[src/rtl/axi_lite_pkg.sv]
// Shared types for the AXI-Lite register-bus responder.
package axi_lite_pkg;
  typedef enum logic [1:0] {
    RESP_OKAY   = 2'b00,
    RESP_SLVERR = 2'b10
  } axi_resp_t;

  typedef enum logic [2:0] {
    IDLE,
    WR_ACC,
    RD_ACC,
    WR_RSP,
    RD_RSP
  } regslv_state_e;
endpackage

[src/rtl/axi_lite_hold_buf.sv]
// One-entry holding register; ready is registered and reflects the next-cycle empty state.
module axi_lite_hold_buf #(
  parameter int WIDTH = 32
) (
  input  logic             clk,
  input  logic             rst_n,
  input  logic             load,
  input  logic             clear,
  input  logic [WIDTH-1:0] din,
  output logic             full,
  output logic             ready,
  output logic [WIDTH-1:0] dout
);
  logic full_nxt;

  always_comb begin
    full_nxt = full;
    if (clear) full_nxt = 1'b0;
    if (load)  full_nxt = 1'b1;
  end

  always_ff @(posedge clk or negedge rst_n) begin
    if (!rst_n) begin
      full  <= 1'b0;
      ready <= 1'b0;
      dout  <= '0;
    end else begin
      full  <= full_nxt;
      ready <= !full_nxt;
      if (load) dout <= din;
    end
  end
endmodule

[src/rtl/axi_lite_reg_slave.sv]
// AXI-Lite slave port terminated onto a single req/ack CSR bus, with read/write
// arbitration, access timeout and SLVERR reporting.
module axi_lite_reg_slave
  import axi_lite_pkg::*;
#(
  parameter int AW          = 32,
  parameter int DW          = 32,
  parameter int REG_AW      = 10,
  parameter int TIMEOUT_CYC = 16
) (
  input  logic              ACLK,
  input  logic              ARESETn,
  input  logic [AW-1:0]     s_axi_awaddr,
  input  logic              s_axi_awvalid,
  output logic              s_axi_awready,
  input  logic [DW-1:0]     s_axi_wdata,
  input  logic [DW/8-1:0]   s_axi_wstrb,
  input  logic              s_axi_wvalid,
  output logic              s_axi_wready,
  output logic [1:0]        s_axi_bresp,
  output logic              s_axi_bvalid,
  input  logic              s_axi_bready,
  input  logic [AW-1:0]     s_axi_araddr,
  input  logic              s_axi_arvalid,
  output logic              s_axi_arready,
  output logic [DW-1:0]     s_axi_rdata,
  output logic [1:0]        s_axi_rresp,
  output logic              s_axi_rvalid,
  input  logic              s_axi_rready,
  output logic              reg_req,
  output logic              reg_we,
  output logic [REG_AW-1:0] reg_addr,
  output logic [DW-1:0]     reg_wdata,
  output logic [DW/8-1:0]   reg_wstrb,
  input  logic              reg_ack,
  input  logic              reg_err,
  input  logic [DW-1:0]     reg_rdata
);
  localparam int SW = DW / 8;
  localparam int CW = (TIMEOUT_CYC > 1) ? $clog2(TIMEOUT_CYC) : 1;

  regslv_state_e     state, state_nxt;
  logic              aw_load, w_load, ar_load;
  logic              aw_full, w_full, ar_full;
  logic              wr_done, rd_done;
  logic              wr_rdy, rd_rdy, tie, tmo, prio_rd;
  logic [REG_AW-1:0] aw_word, ar_word;
  logic [DW+SW-1:0]  w_buf;
  logic [CW-1:0]     cnt;
  axi_resp_t         bresp_q, rresp_q;
  logic [DW-1:0]     rdata_q;
  logic              unused_addr;

  // The crossbar already decoded the window; only the word index matters here.
  assign unused_addr = ^{s_axi_awaddr[AW-1:REG_AW+2], s_axi_awaddr[1:0],
                         s_axi_araddr[AW-1:REG_AW+2], s_axi_araddr[1:0]};

  assign aw_load = s_axi_awvalid & s_axi_awready;
  assign w_load  = s_axi_wvalid  & s_axi_wready;
  assign ar_load = s_axi_arvalid & s_axi_arready;
  assign wr_done = (state == WR_RSP) & s_axi_bready;
  assign rd_done = (state == RD_RSP) & s_axi_rready;

  axi_lite_hold_buf #(.WIDTH(REG_AW)) u_aw_buf (
    .clk(ACLK), .rst_n(ARESETn), .load(aw_load), .clear(wr_done),
    .din(s_axi_awaddr[REG_AW+1:2]), .full(aw_full), .ready(s_axi_awready), .dout(aw_word)
  );

  axi_lite_hold_buf #(.WIDTH(DW+SW)) u_w_buf (
    .clk(ACLK), .rst_n(ARESETn), .load(w_load), .clear(wr_done),
    .din({s_axi_wstrb, s_axi_wdata}), .full(w_full), .ready(s_axi_wready), .dout(w_buf)
  );

  axi_lite_hold_buf #(.WIDTH(REG_AW)) u_ar_buf (
    .clk(ACLK), .rst_n(ARESETn), .load(ar_load), .clear(rd_done),
    .din(s_axi_araddr[REG_AW+1:2]), .full(ar_full), .ready(s_axi_arready), .dout(ar_word)
  );

  // Loads are looked through so an access starts the cycle after its handshake.
  assign wr_rdy = (aw_full | aw_load) & (w_full | w_load);
  assign rd_rdy = ar_full | ar_load;
  assign tie    = wr_rdy & rd_rdy;
  assign tmo    = (TIMEOUT_CYC != 0) && (cnt == CW'(TIMEOUT_CYC - 1));

  always_ff @(posedge ACLK or negedge ARESETn) begin
    if (!ARESETn) state <= IDLE;
    else          state <= state_nxt;
  end

  always_comb begin
    state_nxt = state;
    case (state)
      IDLE: begin
        if (wr_rdy && (!rd_rdy || !prio_rd)) state_nxt = WR_ACC;
        else if (rd_rdy)                     state_nxt = RD_ACC;
      end
      WR_ACC:  if (reg_ack || tmo) state_nxt = WR_RSP;
      RD_ACC:  if (reg_ack || tmo) state_nxt = RD_RSP;
      WR_RSP:  if (s_axi_bready)   state_nxt = IDLE;
      RD_RSP:  if (s_axi_rready)   state_nxt = IDLE;
      default: state_nxt = IDLE;
    endcase
  end

  always_comb begin
    reg_req      = 1'b0;
    reg_we       = 1'b0;
    s_axi_bvalid = 1'b0;
    s_axi_rvalid = 1'b0;
    case (state)
      WR_ACC: begin
        reg_req = 1'b1;
        reg_we  = 1'b1;
      end
      RD_ACC:  reg_req      = 1'b1;
      WR_RSP:  s_axi_bvalid = 1'b1;
      RD_RSP:  s_axi_rvalid = 1'b1;
      default: ;
    endcase
  end

  assign reg_addr    = reg_we ? aw_word : ar_word;
  assign reg_wdata   = reg_we ? w_buf[DW-1:0] : '0;
  assign reg_wstrb   = reg_we ? w_buf[DW+SW-1:DW] : '0;
  assign s_axi_bresp = bresp_q;
  assign s_axi_rresp = rresp_q;
  assign s_axi_rdata = rdata_q;

  // Response registers only change when an access completes, so they stay
  // stable through the whole VALID phase and between transactions.
  always_ff @(posedge ACLK or negedge ARESETn) begin
    if (!ARESETn) begin
      cnt     <= '0;
      prio_rd <= 1'b0;
      bresp_q <= RESP_OKAY;
      rresp_q <= RESP_OKAY;
      rdata_q <= '0;
    end else begin
      cnt <= reg_req ? cnt + 1'b1 : '0;
      if (state == IDLE && tie) prio_rd <= ~prio_rd;
      if (state == WR_ACC) begin
        if (reg_ack)  bresp_q <= reg_err ? RESP_SLVERR : RESP_OKAY;
        else if (tmo) bresp_q <= RESP_SLVERR;
      end
      if (state == RD_ACC) begin
        if (reg_ack) begin
          rresp_q <= reg_err ? RESP_SLVERR : RESP_OKAY;
          rdata_q <= reg_rdata;
        end else if (tmo) begin
          rresp_q <= RESP_SLVERR;
          rdata_q <= '0;
        end
      end
    end
  end
endmodule

[config.mk]
export PLATFORM = sky130hd
export DESIGN_NAME = axi_lite_reg_slave
export DESIGN_NICKNAME = d
export VERILOG_FILES = /design/src/rtl/axi_lite_pkg.sv /design/src/rtl/axi_lite_hold_buf.sv /design/src/rtl/axi_lite_reg_slave.sv
export SDC_FILE = /design/constraint.sdc
export NUM_CORES = 1
export LEC_CHECK = 0
export BUFFER_PORTS_ARGS = -buffer_cell sky130_fd_sc_hd__buf_4
export CORE_MARGIN = 2
export CORE_UTILIZATION = 50
export CTS_BUF_LIST = sky130_fd_sc_hd__clkbuf_2 sky130_fd_sc_hd__clkbuf_4 sky130_fd_sc_hd__clkbuf_8
export CTS_CLUSTER_SIZE = 20
export DETAILED_ROUTE_END_ITERATION = 16
export PLACE_DENSITY = 0.88
export SYNTH_ARGS = -nofsm -noshare
export SYNTH_HDL_FRONTEND = slang
export SYNTH_SLANG_ARGS = --single-unit
[constraint.sdc]
create_clock -name ACLK -period 3.5 [get_ports ACLK]
set_input_delay 0.525 -clock ACLK [delete_from_list [all_inputs] [get_ports ACLK]]
set_output_delay 0.525 -clock ACLK [all_outputs]
set_load 0.01 [all_outputs]
==> flow_summary.ini, run 1 <==
[synth]
synth_top_area_share_pct = 59.6
synth_area_leaders = dfrtp_1 60%, mux2_2 17%, a22o_1 6.4%
synth.distinct_cells = 37
yosys_warnings = 0
synth_flop_cell = dfrtp_1
synth-seq-cells = 104
synth-edff-count = 0
ys_seq_area_share_pct = 59.6
synth_cells = 322
syn-mean-instance-area_um2 = 13.6
synth.largest_area_cell = dfrtp_1
async_reset_ff_share_pct = 100
syn_area_um2 = 4360

[floorplanning]
die_x_um = 97.4
die_h_um = 97.4
io_pins = 230
core_um2 = 8590
start_util_pct = 50.8
row_count = 34
die_area_um2 = 9490

[cts]
hold_buffers = 0
cts_tree = done
clockBufferDepth = 2
clkTransAtPathRegs_ns = 0.10
root_buffer = clkbuf_8
htreeDepth = 3
post_cts_buffers = 0
clock-sinks = 104
cts_resized = 0
insertion_delay_ns = 0.35
numCtsBuffers = 9

[placed_design]
hpwl_mm = 6.88
port_buffers = 183
globalplace.congestion = 0.798

[hold_path]
hp-class = in -> async

[worst_setup_path]
r2r_slack_ns = 1.32
setup.worst_path.start = state[0]$_DFFE_PN0P_
critical_path_class = reg -> out
cp_slowest_cell = nor3b_4
r2r_start = cnt[0]$_DFF_PN0_
cp_slowest_stage_delay_ns = 0.76
crit_path_cell_trace = nor3b_4 -> buf_4 -> and2_1 -> buf_4
critical_path.max_fanout = 33
crit_top_cell = buf_4
cp-end-kind = output pin
worstPathRequired_ns = 2.97
path_buf_inv = 2
arrival_ns = 2.45
cp-start-kind = flip-flop
critical_path.top_delay_family = simple AND/OR/NAND/NOR gates

[final_layout]
layout-drive-gt1-share_pct = 54.3
multi_input_area_um2 = 1640
nFillCells = 610
fin_util_pct = 69.6
finalNetCount = 642
regArea_um2 = 2600
num_antenna_cells = 0
area_growth_pct = 37.0

[pwr]
power_density_nw_per_um2 = 864
vdd_drop_max_mv = 0.438
p_leak_nw = 2.92

[status]
status = finished, final reports clean

[routing]
dr_total_vias = 3196
wl_per_cell_um = 15.6
wl_mm = 9.53
dr.pass1.iters = 4
first_iter_violations = 87
drc = 0
via_per_inst = 5.21
ant_nets = 0

[timing]
tightest_slew_ns = 1.21
final_max_slew_viol_count = 0
period_minus_slack_ns = 2.98
finalSetupViolations = 0
min_period_over_period_pct = 85.0
finalSetupTns_ns = 0
rsz0062_at_grt = false
fmax_mhz = 336
skew_ns = 0.0163
hold_viol_final = 0
slew_headroom_pct = 19.4

[grt]
antenna_found_initial = 0
grt_pass1_wl_mm = 15.7
gr-total-overflow = 0
grt_max_degree = 37
grt_use_total_pct = 20.2
first_global_vias = 3349

[run]
maxCapViolations = 0
cells by family (layout without fill, tap and decap cells):
group / after synthesis / after routing / synth area share, %
AND/OR/NAND/NOR: 67 / 67 / 9.43
multiplexers: 66 / 66 / 17.0
other: 1 / 2 / 0.0859
XOR/XNOR: 4 / 4 / 0.803
adder cells (fa/ha/maj): 1 / 1 / 0.287
AO/OA/AOI/OAI: 52 / 52 / 9.43
flip-flops: 104 / 104 / 59.6
buffers and inverters: 27 / 209 / 3.30
registers in the layout, indices dropped and copies added, names as in the netlist, 3 cells and up:
signal,cells
u_aw_buf.dout,10
cnt,4
u_w_buf.dout,36
s_axi_rdata,32
u_ar_buf.dout,10
state,3
final cells by class:
class / instances / share of cell area [%]
clock inverter: 6 / 0.733
inverter: 5 / 0.314
sequential: 104 / 43.5
clock buffer: 10 / 2.20
tap: 108 / 2.26
multi-input combinational: 192 / 27.4
timing repair buffer: 188 / 23.6
metal layers:
layer,track usage (%),vias up,part of all wire (%)
met2,32.3,142,48
met1,27.3,1554,43
met3,4.82,18,6.9
li1,-,1482,-
met5,0,-,0
met4,7.37,0,2.1
where the power goes:
part	leakage (nW)	internal, mW	switching, mW
registers	1.26	1.78	0.328
clock network	0.0905	0.271	0.398
logic	1.58	1.39	1.00
metrics by stage:
step | setup slack [ns] | hold slack [ns] | std cells | total power [mW] | instance area [µm²]
2_1_floorplan | 1.56 | 0.229 | 323 | 3.46 | 4370
3_3_place_gp | 0.921 | 0.444 | 597 | 4.44 | 5800
3_5_place_dp | 0.888 | 0.457 | 597 | 4.54 | 5800
4_1_cts | 0.453 | 0.101 | 613 | 5.23 | 5980
5_1_grt | 0.300 | 0.114 | 613 | 5.52 | 5980
6_report | 0.524 | 0.104 | 613 | 5.16 | 5980
final timing paths:
path	cells past startpoint	endpoint
worst min-delay path	1	u_aw_buf.dout[0]$_DFFE_PN0P_
worst max register to register	4	s_axi_rresp[1]$_DFFE_PN0P_
min in group ACLK	2	s_axi_rdata[17]$_DFFE_PN0P_
worst min register to register	1	cnt[0]$_DFF_PN0_
max in group asynchronous	2	s_axi_rdata[0]$_DFFE_PN0P_
worst max-delay path	4	reg_wdata[9]
cell usage in the layout, fill, tap and decap left out, drive strengths merged, types with 3 or more instances in the layout:
master | synthesis | layout
a22o | 32 | 32
nand2b | 4 | 4
xor2 | 3 | 3
a21oi | 5 | 5
nor3b | 4 | 4
dfrtp | 104 | 104
buf | 16 | 188
o21ai | 3 | 3
and2 | 41 | 41
clkbuf | 6 | 10
nand2 | 7 | 7
clkinv | 0 | 3
nor2 | 5 | 5
mux2 | 66 | 66
inv | 5 | 7
cells in the mapped netlist, types with 3 or more instances:
library cell	n
dfrtp_1	104
mux2_2	66
and2_1	40
a22o_1	32
buf_2	10
nand2_1	7
clkbuf_1	6
a21oi_1	5
inv_1	5
nor2_1	5
buf_6	3
nand2b_1	3
o21ai_0	3
xor2_1	3
worst register-to-register path, delay by kind of cell, from the launching register on:
family	cells	cell delay [ns]
compound gates	2	0.47
fa+ha+maj	1	0.25
flops	1	0.41
simple gates	1	0.86
Power figures use the tool's default switching activity.
==> run 2: changes to the inputs <==
--- a/config.mk
+++ b/config.mk
@@ -12,6 +12,7 @@
 export CTS_CLUSTER_SIZE = 20
 export DETAILED_ROUTE_END_ITERATION = 16
 export PLACE_DENSITY = 0.88
+export RECOVER_POWER = 100
 export SYNTH_ARGS = -nofsm -noshare
 export SYNTH_HDL_FRONTEND = slang
 export SYNTH_SLANG_ARGS = --single-unit
==> flow_summary.ini, run 2 (synthesized netlist as in run 1, its figures left out) <==
[routing]
first_iter_violations = 73
dr.pass1.iters = 4
top_layer = met4
wl_met2_mm = 4.56
wl_mm = 9.57
wl_met3_um = 668
wl_per_cell_um = 15.6
ant_nets = 0
dr_total_vias = 3180
via_per_inst = 5.19
drt-met1-wl_mm = 4.15
drc = 0

[pwr]
vdd_drop_max_mv = 0.417
comb_power_share_pct = 43.1
power_switching_mw = 1.73
p_leak_nw = 2.65
internal_power_mw = 3.15
seq_power_share_pct = 43.2
p_sw_share_pct = 35.5
power_density_nw_per_um2 = 850
clock_power_share_pct = 13.7

[worst_setup_path]
worstPathRequired_ns = 2.97
critical_path_class = reg -> out
critical_path.max_fanout = 33
cp-start-kind = flip-flop
arrival_ns = 2.53
cp-end-kind = output pin

[timing]
final_max_slew_viol_count = 62
min_period_over_period_pct = 87.3
tightest_slew_ns = 1.75
finalSetupViolations = 0
skew_ns = 0.0157
rsz0062_at_grt = false
finalSetupTns_ns = 0
period_minus_slack_ns = 3.05
hold_viol_final = 0
slew_headroom_pct = -16.7
fmax_mhz = 327

[floorplanning]
core_um2 = 8590
start_util_pct = 50.8
die_h_um = 97.4
die_x_um = 97.4
row_count = 34
io_pins = 230
die_area_um2 = 9490

[final_layout]
layout.cells.most_common = buf_4
finalNetCount = 642
stdcell_count = 613
layout-drive-gt1-share_pct = 41.8
regArea_um2 = 2600
final_cell_mix = 124 x buf_4, 104 x dfrtp_1, 66 x mux2_2
nFillCells = 703
largest_register_ffs = 36
top_register = u_w_buf.dout
area_growth_pct = 31.5
num_antenna_cells = 0
multi_input_area_um2 = 1630

[grt]
antenna_found_initial = 0
grt_pass1_wl_mm = 15.7
grt_max_degree = 37
gr-total-overflow = 0
grt_use_total_pct = 20.2
first_global_vias = 3349

[cts]
insertion_delay_ns = 0.35
htreeDepth = 3
root_buffer = clkbuf_8
post_cts_buffers = 0
clock-sinks = 104
cts_resized = 0
clockBufferDepth = 2
cts_tree = done
hold_buffers = 0
clkTransAtPathRegs_ns = 0.10
numCtsBuffers = 9

[placed_design]
hpwl_mm = 6.88
globalplace.congestion = 0.798
place_inst = 597
port_buffers = 183

[status]
violations = capacitance limit, slew limit
status = complete, but fails checks

[run]
maxCapViolations = 2

[hold_path]
hp-class = in -> reg
run 2: cell types whose count changed in the layout (fill, tap and decap cells not counted), sizes merged:
cell | previous run | this run
buf | 188 | 124
clkbuf | 10 | 74
run 2: cell type report:
class                      count  area share (%)
clock buffer                  10            2.29
clock inverter                 6           0.763
sequential                   104            45.3
multi-input combinational    192            28.5
tap                          108            2.35
timing repair buffer         188            20.4
inverter                       5           0.327
run 2: worst max-delay path, cell delays in order (launching register included):
cell      delay [ns]
dfrtp_1         0.64
nor3b_4         0.77
buf_4           0.41
and2_1          0.18
clkbuf_1        0.17
run 2: through the flow:
step | worst slack (ns) | power [mW] | hold WS, ns | utilization (%) | area (µm²)
after floorplan | 1.56 | 3.46 | 0.229 | - | 4370
after global placement | 0.921 | 4.44 | 0.444 | 67.5 | 5800
after detailed placement | 0.888 | 4.54 | 0.457 | 67.5 | 5800
after CTS | 0.453 | 5.23 | 0.101 | 69.6 | 5980
after global routing | 0.243 | 5.23 | 0.354 | 66.8 | 5740
final | 0.445 | 4.88 | 0.384 | 66.8 | 5740
run 2: per-layer routing:
metal / up-vias / global-route usage (%)
met1: 1549 / 27.3
li1: 1481 / -
met3: 17 / 4.82
met5: - / 0
met4: 0 / 7.37
met2: 133 / 32.3
run 2: final timing paths:
kind,slack (ns),to,cells past startpoint,start
max,0.45,reg_wdata[0],4,state[0]$_DFFE_PN0P_
min,0.38,s_axi_rdata[17]$_DFFE_PN0P_,2,reg_rdata[17]
max reg2reg,0.71,u_w_buf.dout[1]$_DFFE_PN0P_,3,u_w_buf.ready$_DFF_PN0_
min reg2reg,0.48,cnt[0]$_DFF_PN0_,1,cnt[0]$_DFF_PN0_
max in group asynchronous,1.19,u_w_buf.dout[6]$_DFFE_PN0P_,2,ARESETn
min in group asynchronous,0.62,s_axi_rdata[5]$_DFFE_PN0P_,1,ARESETn
run 2: power groups by stage:
stage / sequential, mW / clock [mW] / combinational [mW]
after floorplan: 2.12 / 0 / 1.34
after global placement: 2.09 / 0 / 2.35
after detailed placement: 2.13 / 0 / 2.41
after CTS: 2.11 / 0.697 / 2.43
after global routing: 2.18 / 0.751 / 2.30
final: 2.11 / 0.670 / 2.10
